### config.mk
export PLATFORM = sky130hd
export DESIGN_NAME = jfpjc_frame_sequencer
export DESIGN_NICKNAME = d
export VERILOG_FILES = /design/src/rtl/jfpjc_pkg.sv /design/src/rtl/jfpjc_byte_fifo.sv /design/src/rtl/jfpjc_frame_sequencer.sv
export SDC_FILE = /design/constraint.sdc
export NUM_CORES = 2
export LEC_CHECK = 0
export CAP_MARGIN = 20
export CORE_MARGIN = 1
export CORE_UTILIZATION = 60
export CTS_CLUSTER_DIAMETER = 50
export DETAILED_ROUTE_END_ITERATION = 6
export PLACE_DENSITY = 0.82
export SLEW_MARGIN = 20
export SYNTH_ARGS = -nofsm -noshare
export SYNTH_HDL_FRONTEND = slang
export SYNTH_SLANG_ARGS = --single-unit
### constraint.sdc
create_clock -name clock -period 4.4 [get_ports clock]
set_input_delay 0.66 -clock clock [delete_from_list [all_inputs] [get_ports clock]]
set_output_delay 0.66 -clock clock [all_outputs]
set_load 0.01 [all_outputs]
### src/rtl/jfpjc_pkg.sv
// rtl/jfpjc_pkg.sv - shared constants, state encoding and helpers for the jfpjc frame sequencer
package jfpjc_pkg;

    localparam int HEADER_LEN_DEF = 328;
    localparam int QT_OFFSET_DEF  = 25;
    localparam int QT_ENTRIES     = 64;

    localparam logic [7:0] JPEG_EOI_HI = 8'hFF;
    localparam logic [7:0] JPEG_EOI_LO = 8'hD9;

    typedef logic [2:0] seq_state_t;

    localparam seq_state_t ST_IDLE   = 3'd0;
    localparam seq_state_t ST_HEADER = 3'd1;
    localparam seq_state_t ST_SCAN   = 3'd2;
    localparam seq_state_t ST_DRAIN  = 3'd3;
    localparam seq_state_t ST_EOI0   = 3'd4;
    localparam seq_state_t ST_EOI1   = 3'd5;

    // True when addr falls in [base, base+len)
    function automatic logic in_window(input logic [8:0] addr, input int base, input int len);
        return (int'(addr) >= base) && (int'(addr) < base + len);
    endfunction

endpackage

### src/rtl/jfpjc_byte_fifo.sv
// rtl/jfpjc_byte_fifo.sv - byte FIFO with empty flag, drop-on-full and registered read port
module jfpjc_byte_fifo #(
    parameter int DEPTH = 16
) (
    input  logic       clock,
    input  logic       nreset,
    input  logic       i_wr_en,
    input  logic [7:0] i_wr_data,
    input  logic       i_rd_en,
    output logic [7:0] o_rd_data,
    output logic       o_rd_valid,
    output logic       o_empty,
    output logic       o_overflow
);

    localparam int AW = $clog2(DEPTH);

    logic [7:0]  r_mem [DEPTH];
    logic [AW:0] r_wptr;
    logic [AW:0] r_rptr;
    logic [7:0]  r_rd_data;
    logic        r_rd_valid;

    logic w_empty;
    logic w_full;
    logic w_pop;
    logic w_push;

    assign w_empty = (r_wptr == r_rptr);
    assign w_full  = (r_wptr[AW] != r_rptr[AW]) && (r_wptr[AW-1:0] == r_rptr[AW-1:0]);
    assign w_pop   = i_rd_en && !w_empty;
    // A pop in the same cycle frees a slot, so a write on a full FIFO still lands
    assign w_push  = i_wr_en && (!w_full || w_pop);

    assign o_empty    = w_empty;
    assign o_overflow = i_wr_en && w_full && !w_pop;
    assign o_rd_data  = r_rd_data;
    assign o_rd_valid = r_rd_valid;

    // Storage array, kept free of reset so it maps onto RAM
    always_ff @(posedge clock) begin
        if (w_push) begin
            r_mem[r_wptr[AW-1:0]] <= i_wr_data;
        end
    end

    // Read/write pointers with wrap bit for full/empty distinction
    always_ff @(posedge clock or negedge nreset) begin
        if (!nreset) begin
            r_wptr <= '0;
            r_rptr <= '0;
        end else begin
            if (w_push) r_wptr <= r_wptr + 1'b1;
            if (w_pop)  r_rptr <= r_rptr + 1'b1;
        end
    end

    // Registered read port: data and its strobe arrive the cycle after the pop
    always_ff @(posedge clock or negedge nreset) begin
        if (!nreset) begin
            r_rd_data  <= 8'h00;
            r_rd_valid <= 1'b0;
        end else begin
            r_rd_valid <= w_pop;
            if (w_pop) r_rd_data <= r_mem[r_rptr[AW-1:0]];
        end
    end

endmodule

### src/rtl/jfpjc_frame_sequencer.sv
// rtl/jfpjc_frame_sequencer.sv - wraps compressor bytes into JPEG frames: header, scan data, EOI
module jfpjc_frame_sequencer
    import jfpjc_pkg::*;
#(
    parameter int HEADER_LEN   = HEADER_LEN_DEF,
    parameter int QT_OFFSET    = QT_OFFSET_DEF,
    parameter int FIFO_DEPTH   = 16,
    parameter int QUIET_CYCLES = 64
) (
    input  logic       clock,
    input  logic       nreset,
    input  logic       enable,
    input  logic       hm01b0_vsync,
    input  logic       in_valid,
    input  logic [7:0] in_data,
    input  logic       cfg_we,
    input  logic [8:0] cfg_addr,
    input  logic [7:0] cfg_data,
    output logic       cfg_busy,
    output logic       qt_we,
    output logic [5:0] qt_addr,
    output logic [7:0] qt_data,
    output logic       out_valid,
    output logic [7:0] out_data,
    output logic       out_sof,
    output logic       out_eof,
    output logic       overflow
);

    localparam int         QW      = $clog2(QUIET_CYCLES + 1);
    localparam logic [5:0] QT_BASE = 6'(QT_OFFSET);

    logic            r_vs_meta;
    logic            r_vs_sync;
    logic            r_vs_prev;
    seq_state_t      r_state;
    logic [8:0]      r_cnt;
    logic            r_pending;
    logic            r_en_lat;
    logic [QW-1:0]   r_quiet;
    logic [7:0]      r_hdr_mem [HEADER_LEN];
    logic [7:0]      r_hdr_q;
    logic            r_hdr_v;
    logic            r_hdr_sof;
    logic            r_eoi_v;
    logic            r_eoi_last;
    logic [7:0]      r_eoi_q;
    logic            r_qt_we;
    logic [5:0]      r_qt_addr;
    logic [7:0]      r_qt_data;
    logic            r_overflow;

    logic            w_vs_rise;
    logic            w_cfg_ok;
    logic            w_qt_hit;
    logic            w_hdr_last;
    logic            w_fifo_wr;
    logic            w_fifo_rd;
    logic            w_fifo_empty;
    logic            w_fifo_ovf;
    logic [7:0]      w_fifo_data;
    logic            w_fifo_valid;

    assign w_vs_rise  = r_vs_sync && !r_vs_prev;
    assign w_cfg_ok   = cfg_we && (r_state == ST_IDLE) && (cfg_addr < 9'(HEADER_LEN));
    assign w_qt_hit   = w_cfg_ok && in_window(cfg_addr, QT_OFFSET, QT_ENTRIES);
    assign w_hdr_last = (r_cnt == 9'(HEADER_LEN - 1));
    // Bytes arriving while idle belong to no frame and are discarded outright
    assign w_fifo_wr  = in_valid && (r_state != ST_IDLE);
    assign w_fifo_rd  = (r_state == ST_SCAN) || (r_state == ST_DRAIN);

    jfpjc_byte_fifo #(
        .DEPTH (FIFO_DEPTH)
    ) u_fifo (
        .clock      (clock),
        .nreset     (nreset),
        .i_wr_en    (w_fifo_wr),
        .i_wr_data  (in_data),
        .i_rd_en    (w_fifo_rd),
        .o_rd_data  (w_fifo_data),
        .o_rd_valid (w_fifo_valid),
        .o_empty    (w_fifo_empty),
        .o_overflow (w_fifo_ovf)
    );

    // Two-flop vsync synchronizer plus edge-detect history
    always_ff @(posedge clock or negedge nreset) begin
        if (!nreset) begin
            r_vs_meta <= 1'b0;
            r_vs_sync <= 1'b0;
            r_vs_prev <= 1'b0;
        end else begin
            r_vs_meta <= hm01b0_vsync;
            r_vs_sync <= r_vs_meta;
            r_vs_prev <= r_vs_sync;
        end
    end

    // Frame state machine: header walk, scan forwarding, quiet-time drain, EOI
    always_ff @(posedge clock or negedge nreset) begin
        if (!nreset) begin
            r_state   <= ST_IDLE;
            r_cnt     <= 9'd0;
            r_pending <= 1'b0;
            r_en_lat  <= 1'b0;
            r_quiet   <= '0;
        end else begin
            case (r_state)
                ST_IDLE: begin
                    if (w_vs_rise && enable) begin
                        r_state   <= ST_HEADER;
                        r_cnt     <= 9'd0;
                        r_pending <= 1'b0;
                    end
                end
                ST_HEADER: begin
                    // A frame edge during the header closes the frame as soon as the header ends
                    if (w_vs_rise) begin
                        r_pending <= 1'b1;
                        r_en_lat  <= enable;
                    end
                    if (w_hdr_last) begin
                        r_cnt     <= 9'd0;
                        r_quiet   <= '0;
                        r_pending <= 1'b0;
                        r_state   <= (r_pending || w_vs_rise) ? ST_DRAIN : ST_SCAN;
                    end else begin
                        r_cnt <= r_cnt + 9'd1;
                    end
                end
                ST_SCAN: begin
                    if (w_vs_rise) begin
                        r_state  <= ST_DRAIN;
                        r_en_lat <= enable;
                        r_quiet  <= '0;
                    end
                end
                ST_DRAIN: begin
                    // The compressor flushes its tail late, so wait for a run of silence
                    if (r_quiet == QW'(QUIET_CYCLES)) begin
                        r_state <= ST_EOI0;
                    end else if (in_valid || !w_fifo_empty) begin
                        r_quiet <= '0;
                    end else begin
                        r_quiet <= r_quiet + 1'b1;
                    end
                end
                ST_EOI0: begin
                    r_state <= ST_EOI1;
                end
                ST_EOI1: begin
                    if (r_en_lat) begin
                        r_state <= ST_HEADER;
                        r_cnt   <= 9'd0;
                    end else begin
                        r_state <= ST_IDLE;
                    end
                    r_pending <= 1'b0;
                end
                default: begin
                    r_state <= ST_IDLE;
                end
            endcase
        end
    end

    // Header memory write port, open only while idle
    always_ff @(posedge clock) begin
        if (w_cfg_ok) begin
            r_hdr_mem[cfg_addr] <= cfg_data;
        end
    end

    // Header memory synchronous read; contents survive reset
    always_ff @(posedge clock) begin
        r_hdr_q <= r_hdr_mem[r_cnt];
    end

    // Strobes qualifying the header and EOI byte sources
    always_ff @(posedge clock or negedge nreset) begin
        if (!nreset) begin
            r_hdr_v    <= 1'b0;
            r_hdr_sof  <= 1'b0;
            r_eoi_v    <= 1'b0;
            r_eoi_last <= 1'b0;
            r_eoi_q    <= 8'h00;
        end else begin
            r_hdr_v    <= (r_state == ST_HEADER);
            r_hdr_sof  <= (r_state == ST_HEADER) && (r_cnt == 9'd0);
            r_eoi_v    <= (r_state == ST_EOI0) || (r_state == ST_EOI1);
            r_eoi_last <= (r_state == ST_EOI1);
            r_eoi_q    <= (r_state == ST_EOI1) ? JPEG_EOI_LO : JPEG_EOI_HI;
        end
    end

    // Mirror quant-table header writes into the compressor's table, one cycle later
    always_ff @(posedge clock or negedge nreset) begin
        if (!nreset) begin
            r_qt_we   <= 1'b0;
            r_qt_addr <= 6'd0;
            r_qt_data <= 8'h00;
        end else begin
            r_qt_we <= w_qt_hit;
            if (w_qt_hit) begin
                r_qt_addr <= cfg_addr[5:0] - QT_BASE;
                r_qt_data <= cfg_data;
            end
        end
    end

    // Sticky overflow flag
    always_ff @(posedge clock or negedge nreset) begin
        if (!nreset) begin
            r_overflow <= 1'b0;
        end else if (w_fifo_ovf) begin
            r_overflow <= 1'b1;
        end
    end

    // Sources never overlap in time, so a priority select merges them
    assign out_valid = r_hdr_v || w_fifo_valid || r_eoi_v;
    assign out_data  = r_hdr_v      ? r_hdr_q     :
                       w_fifo_valid ? w_fifo_data :
                       r_eoi_v      ? r_eoi_q     : 8'h00;
    assign out_sof   = r_hdr_sof;
    assign out_eof   = r_eoi_last;
    assign cfg_busy  = (r_state != ST_IDLE);
    assign qt_we     = r_qt_we;
    assign qt_addr   = r_qt_addr;
    assign qt_data   = r_qt_data;
    assign overflow  = r_overflow;

endmodule
* Word-level counts from Yosys, hierarchy flattened
Memories as Yosys holds them, arrays and structs flattened. A register that Yosys moved wholly into a read port is not among the register bits.
Cells that the tools add are included.
** Word-level totals
- Register bits after elaboration :: 62
- RAM bits :: 2752
- Bits of input ports :: 31
- Output and inout bits :: 28
- Logic and storage cells :: 111
- Memories :: 2
** Memories
- r_hdr_mem :: depth 328, bits a word 8, rd ports 1, clocked after memory_dff 1, wr ports 1, RTL line jfpjc_frame_sequencer.sv:41 : logic [7:0] r_hdr_mem [HEADER_LEN];
- u_fifo.r_mem :: depth 16, bits a word 8, rd ports 1, clocked after memory_dff 1, wr ports 1, RTL line jfpjc_byte_fifo.sv:18 : logic [7:0] r_mem [DEPTH];
** Cells by class
- Add/sub/neg operators :: 5
- Magnitude comparators :: 3
- Eq/ne operators :: 17
- Mux-type cells :: 28
- Reduce and logical (&&, ||, !) cells :: 36
** Operators by type and width (number)
- two-way mux 7 bit :: 4
- two-way mux 9 bit :: 3
- one-hot mux 9 bit (3 select lines) :: 1
- two-way mux 8 bit :: 3
- one-hot mux 7 bit (3 select lines) :: 1
- one-hot mux 3 bit (6 select lines) :: 1
- logical AND 1 bit :: 13
- two-way mux 3 bit :: 4
- adder 5 x 1 -> 5 bit (second input constant) :: 2
- adder 9 x 1 -> 9 bit (second input constant) :: 1
- equality test 9 bit (second input constant) :: 1
- greater-or-equal comparator 9 x 5 -> 1 bit (second input constant) :: 1
- logical NOT 9 bit :: 1
- less-than comparator 9 x 7 -> 1 bit (second input constant) :: 1
- less-than comparator 9 bit (second input constant) :: 1
- two-way mux 1 bit :: 9
- nonzero test 3 bit :: 3
- inequality test 2 bit (second input constant) :: 4
- AND reduction 4 bit :: 2
- adder 7 x 1 -> 7 bit (second input constant) :: 1
- equality test 7 bit (second input constant) :: 1
- logical OR 1 bit :: 7
- equality test 3 x 2 -> 1 bit (second input constant) :: 2
- equality test 3 bit (second input constant) :: 2
- 14 further kinds :: 20

* Longest topological paths before layout
- Depth in word-level cells :: 7
- Mapped depth :: 12
- Depth with buffers taken out :: 8

* By module
From an unflattened synthesis, not the netlist that was laid out.
** Second synthesis, totals
- Cell total of the unflattened synthesis :: 5295
- Area total of the unflattened synthesis :: 110318.3 µm²
** By module, submodules not included
- jfpjc_frame_sequencer :: times used 1, cells an instance 4990, area an instance 104335.1 µm², seq. area each 80106.8 µm²
- jfpjc_byte_fifo :: times used 1, cells an instance 305, area an instance 5983.2 µm², seq. area each 4319.1 µm²

* Least setup slack after synthesis
No wires, ideal clock.
- Path kind :: register to register
- From :: register r_state[2]
- To :: memory r_hdr_mem[54][0] (enable)
- Library setup time :: 0.370 ns
- Arrival time :: 2.208 ns
- Required time :: 4.030 ns
- Setup slack :: 1.821 ns
- Cell stages (with the launch flop) :: 8
- Buffers on the path :: 1
- Period minus slack after synthesis :: 2.579 ns
- Path through :: dfrtp_1 -> nor3_1 -> nand2_1 -> or2_2 -> nor3_1 -> nand3_1 -> clkbuf_1 -> nor2_1
** Between the ends
- Cells in the longest elaborated chain, start to end :: 5
** Ends and longest elaborated chain
- from (decl) :: RTL line jfpjc_frame_sequencer.sv:36 : seq_state_t r_state;
- from (signal assigned) :: RTL line jfpjc_frame_sequencer.sv:126 : r_state <= (r_pending || w_vs_rise) ? ST_DRAIN : ST_SCAN;
- logical NOT 3 bit :: RTL line jfpjc_frame_sequencer.sv:65 : assign w_cfg_ok = cfg_we && (r_state == ST_IDLE) && (cfg_addr < 9'(HEADER_LEN));
- logical AND 1 bit (2 in a row) :: RTL line jfpjc_frame_sequencer.sv:65
- two-way mux 1 bit :: RTL line jfpjc_frame_sequencer.sv:169 : if (w_cfg_ok) begin
- two-way mux 1 bit (implied by the code) :: RTL line jfpjc_frame_sequencer.sv:170 : r_hdr_mem[cfg_addr] <= cfg_data;
- to (decl) :: RTL line jfpjc_frame_sequencer.sv:41
No other way between the ends.

==> flow_metrics.py <==
metrics = {
    "setup_path": {
        "cpMaxStageDelayCell": "nor2b_4",
        "crit_required_ns": 5.23,
        "reg2reg_from": "r_cnt[2]$_DFFE_PN0P_",
        "cp-start-kind": "flip-flop",
        "cp_max_fo": 27,
        "arrival_ns": 5.11,
        "worst-r2r-cell-count": 9,
        "path_class": "reg2reg",
        "regToRegSetupSlack_ns": 0.12,
        "cp_slowest_stage_delay_ns": 0.91,
        "end_kind": "flip-flop",
        "path_buf_inv": 2,
        "critPathTopFamily": "simple AND/OR/NAND/NOR gates",
        "cp_cell_sequence": "nor2b_4, buf_4, a22oi_1, o21ai_0, o22ai_1, nor4_1, buf_4, a211oi_1, a22oi_1",
        "regToRegEndpoint": "r_hdr_q[6]$_DFF_P_",
    },
    "die": {
        "core_sq_um": 181300,
        "fp.dieH_microns": 429.9,
        "die_width_microns": 429.9,
        "rows": 156,
        "start_util": 0.6058,
        "die_area_sq_um": 184800,
        "pin_count": 59,
    },
    "timing": {
        "layout_worst_path_cycle_share": 0.9733,
        "max_freq_ghz": 0.2335,
        "slew_violations": 0,
        "period_minus_slack_ns": 4.283,
        "hold_violations": 0,
        "fin_skew_ns": 0.08176,
        "rsz0062_at_grt": "no",
        "timing.hold.ws_ns": 0.1647,
        "fin_setup_tns_ns": 0,
        "setup_viol": 0,
        "tightest_slew_ns": 1.283,
        "slew_headroom": 0.1447,
    },
    "clocking": {
        "clockRootBuffer": "clkbuf_16",
        "clk_latency_ns": 0.96,
        "cts_buffers": 295,
        "h-tree-depth": 5,
        "clock-sinks": 2825,
        "clk_pin_slew_ns": 0.06,
        "cts_tree": "yes",
        "cts_buffer_depth": 4,
        "post_cts_resized": 0,
    },
    "final_layout": {
        "drive_above_1_share": 0.2679,
        "num-nets-final": 5580,
        "fin_area_sq_um": 124100,
        "area_delta_synth_final_pct": 12.94,
        "nFillCells": 9906,
    },
    "routing": {
        "route.detailed.drc": 0,
        "viasPerCell": 7.350,
        "avgRoutedWirePerCell_microns": 37.96,
        "ant_nets": 0,
        "vias": 59660,
        "finalWirelength_mm": 308.1,
        "drt_iter0_drc": 10770,
        "firstDrtPassIters": 7,
    },
    "global_routing": {
        "grt_max_degree": 145,
        "antenna_found_initial": 20,
        "grt_pass1_vias": 59560,
        "grt_use_total": 0.3356,
        "grt_pass1_wl_mm": 435.0,
        "overflow": 0,
    },
    "synth": {
        "synthSimpleGateAreaFrac": 0.02650,
        "synth_edf_count": 2752,
        "ys_seq_elements": 2825,
        "yosysUniqueCellTypes": 74,
        "synth_compound_area_frac": 0.02570,
        "synth_fa_ha_area_frac": 0.001595,
        "synthMuxAreaShare": 0.1599,
        "avgSynthCellArea_sq_um": 21.40,
        "syn_inst": 5133,
        "synth_top_family_by_area": "multiplexers",
        "async_flop_share": 0.02301,
        "synth_area_leaders": "edfxtp_1 75%, mux4_2 14%, dfrtp_1 1.5%, nor2_1 1.4%, mux2i_1 1.2%",
        "syn-num-nets": 5178,
        "synth_warnings": 0,
        "yosysTopAreaCellShare": 0.7523,
        "synth_xor_xnor_area_share": 0.001435,
        "synthFlopType": "edfxtp_1",
        "syn_area_sq_um": 109800,
        "synth_top_area_cell": "edfxtp_1",
        "seq_area_frac_synth": 0.7686,
    },
    "power": {
        "clkPwrFrac": 0.318,
        "pwr-share-seq": 0.406,
        "netSwitchingFraction": 0.3060,
        "p_switching_w": 0.02313,
        "p_int_w": 0.05247,
        "p_per_area_nw_per_um2": 609.3,
        "leakagePower_nw": 38.61,
        "irDropWorstVdd_v": 0.0006139,
        "p_comb_frac": 0.277,
    },
    "place": {
        "gp_congestion": 0.9339,
        "hpwl_mm": 174.1,
        "place_area_sq_um": 115000,
        "portBuffers": 58,
    },
    "hold_path": {
        "hold_path_class": "in2reg",
        "holdPathStages": 1,
        "holdPathEnd": "r_vs_meta$_DFF_PN0_",
        "hold_start": "hm01b0_vsync",
    },
    "run_status": {
        "outcome": "complete, no violations",
    },
    "flow_run": {
        "maxCapViolCount": 0,
    },
}
## synthesized netlist by cell type, types with 22 or more instances
cell type / instances
buf_4: 54
a22oi_1: 57
clkbuf_1: 125
buf_2: 85
a22o_1: 29
buf_6: 25
a221oi_1: 32
nand2b_1: 22
nor3_1: 33
nand3_1: 46
mux2i_1: 127
nor2b_1: 24
mux4_2: 704
dfrtp_1: 65
o21ai_0: 50
nand2_1: 121
o22ai_1: 54
mux2_2: 39
edfxtp_1: 2752
nor2_1: 397
a21oi_1: 53
## registers in the layout, summed over array words and instances (netlist names), 2 cells and up
register,flops
r_hdr_mem,2624
r_quiet,7
r_eoi_q,2
r_cnt,9
u_fifo.r_rptr,5
qt_addr,6
r_state,3
qt_data,8
u_fifo.r_mem,128
r_hdr_q,8
u_fifo.r_wptr,5
u_fifo.o_rd_data,8
## worst register-to-register path, stage by stage, from the launching register on
cell and delay, ns:
dfrtp_4 0.90, nor2b_4 0.92, buf_4 0.53, a22oi_1 0.21, o21ai_0 0.17, o22ai_1 0.13
nor4_1 0.74, buf_4 0.28, a211oi_1 0.08, a22oi_1 0.19
## how the worst max path moves through the flow
stage                                 from                         end  cells past startpoint
finish                r_cnt[2]$_DFFE_PN0P_          r_hdr_q[6]$_DFF_P_                      9
global route          r_cnt[2]$_DFFE_PN0P_          r_hdr_q[6]$_DFF_P_                      9
CTS                   r_cnt[0]$_DFFE_PN0P_          r_hdr_q[7]$_DFF_P_                      9
detailed placement    r_cnt[0]$_DFFE_PN0P_          r_hdr_q[7]$_DFF_P_                      9
global placement      r_cnt[0]$_DFFE_PN0P_          r_hdr_q[7]$_DFF_P_                      9
floorplan           r_state[2]$_DFFE_PN0P_  r_hdr_mem[54][0]$_DFFE_PP_                      7
## cells by family (layout without fill, tap and decap cells)
logic type / after synthesis / after routing
DFF: 2825 / 2825
muxes: 870 / 870
and+or+nand+nor: 685 / 685
AOI/OAI and AO/OA: 392 / 392
buffers and inverters: 328 / 928
xor gates and xnor gates: 18 / 18
adders and majority gates: 14 / 14
other: 1 / 15
## timing repair
item,in CTS,in global routing
buffers inserted,0,0
hold buffers,1,0
hold endpoints to repair,65,0
## stage by stage
stage                     worst slack [ns]  utilization  total power (W)  std cells
after floorplan                      1.821            -          0.04361       5133
after global placement              0.4032       0.6343          0.05048       7607
after detailed placement            0.3448       0.6343          0.05087       7607
after CTS                           0.3337       0.6840          0.07489       8103
after global routing                0.1948       0.6840          0.07682       8104
final                               0.1173       0.6842          0.07560       8117
## cell usage in the layout, fill, tap and decap left out, types with 7 or more instances in the layout
master	count
nor2b_1	21
mux2i_1	127
mux4_2	704
nor3_1	33
o221ai_1	18
nand4_1	7
dfxtp_1	8
clkbuf_1	58
nand3_1	42
clkinv_1	54
clkbuf_16	303
mux2_2	39
diode_2	14
dfrtp_1	59
a211oi_1	10
nor2_1	394
clkinv_2	40
buf_12	42
nand2_1	112
a221oi_1	32
clkinvlp_4	8
a21oi_1	53
buf_4	315
nand2b_1	20
bufinv_16	21
inv_1	16
ha_1	14
o21ai_0	50
o22ai_1	54
nand2_2	9
xnor2_1	13
edfxtp_1	2752
buf_8	8
a22o_1	29
a2111oi_0	7
a22oi_1	57
a31oi_1	11
clkdlybuf4s50_1	49
## per-layer routing
| metal | vias to the layer above | wire length [microns] | global-route usage |
|---|---|---|---|
| met1 | 30090 | 97250 | 0.4188 |
| met2 | 5957 | 143700 | 0.5163 |
| met4 | 24 | 22770 | 0.2036 |
| met5 | - | 198 | 0.0002602 |
| met3 | 1395 | 44220 | 0.1094 |
| li1 | 22190 | - | - |
## area by class of cell
| cell class | count | area, sq um | area share |
|---|---|---|---|
| Clock buffer | 361 | 7800 | 0.06287 |
| Sequential cell | 2825 | 84440 | 0.6806 |
| Multi-Input combinational cell | 1980 | 23720 | 0.1912 |
| Timing Repair Buffer | 415 | 3826 | 0.03084 |
| Clock inverter | 134 | 1205 | 0.009712 |
| Tap cell | 2370 | 2965 | 0.02390 |
| Antenna cell | 14 | 35.03 | 0.0002824 |
| Inverter | 18 | 70.07 | 0.0005647 |
## power by group through the flow
stage,clock [W],combinational (W),sequential [W]
floorplan,0,0.0131,0.0305
global placement,0,0.0194,0.0311
finish,0.0240,0.0209,0.0307
CTS,0.0240,0.0203,0.0306
detailed placement,0,0.0197,0.0311
global route,0.0250,0.0212,0.0307
Power figures use the tool's default switching activity.
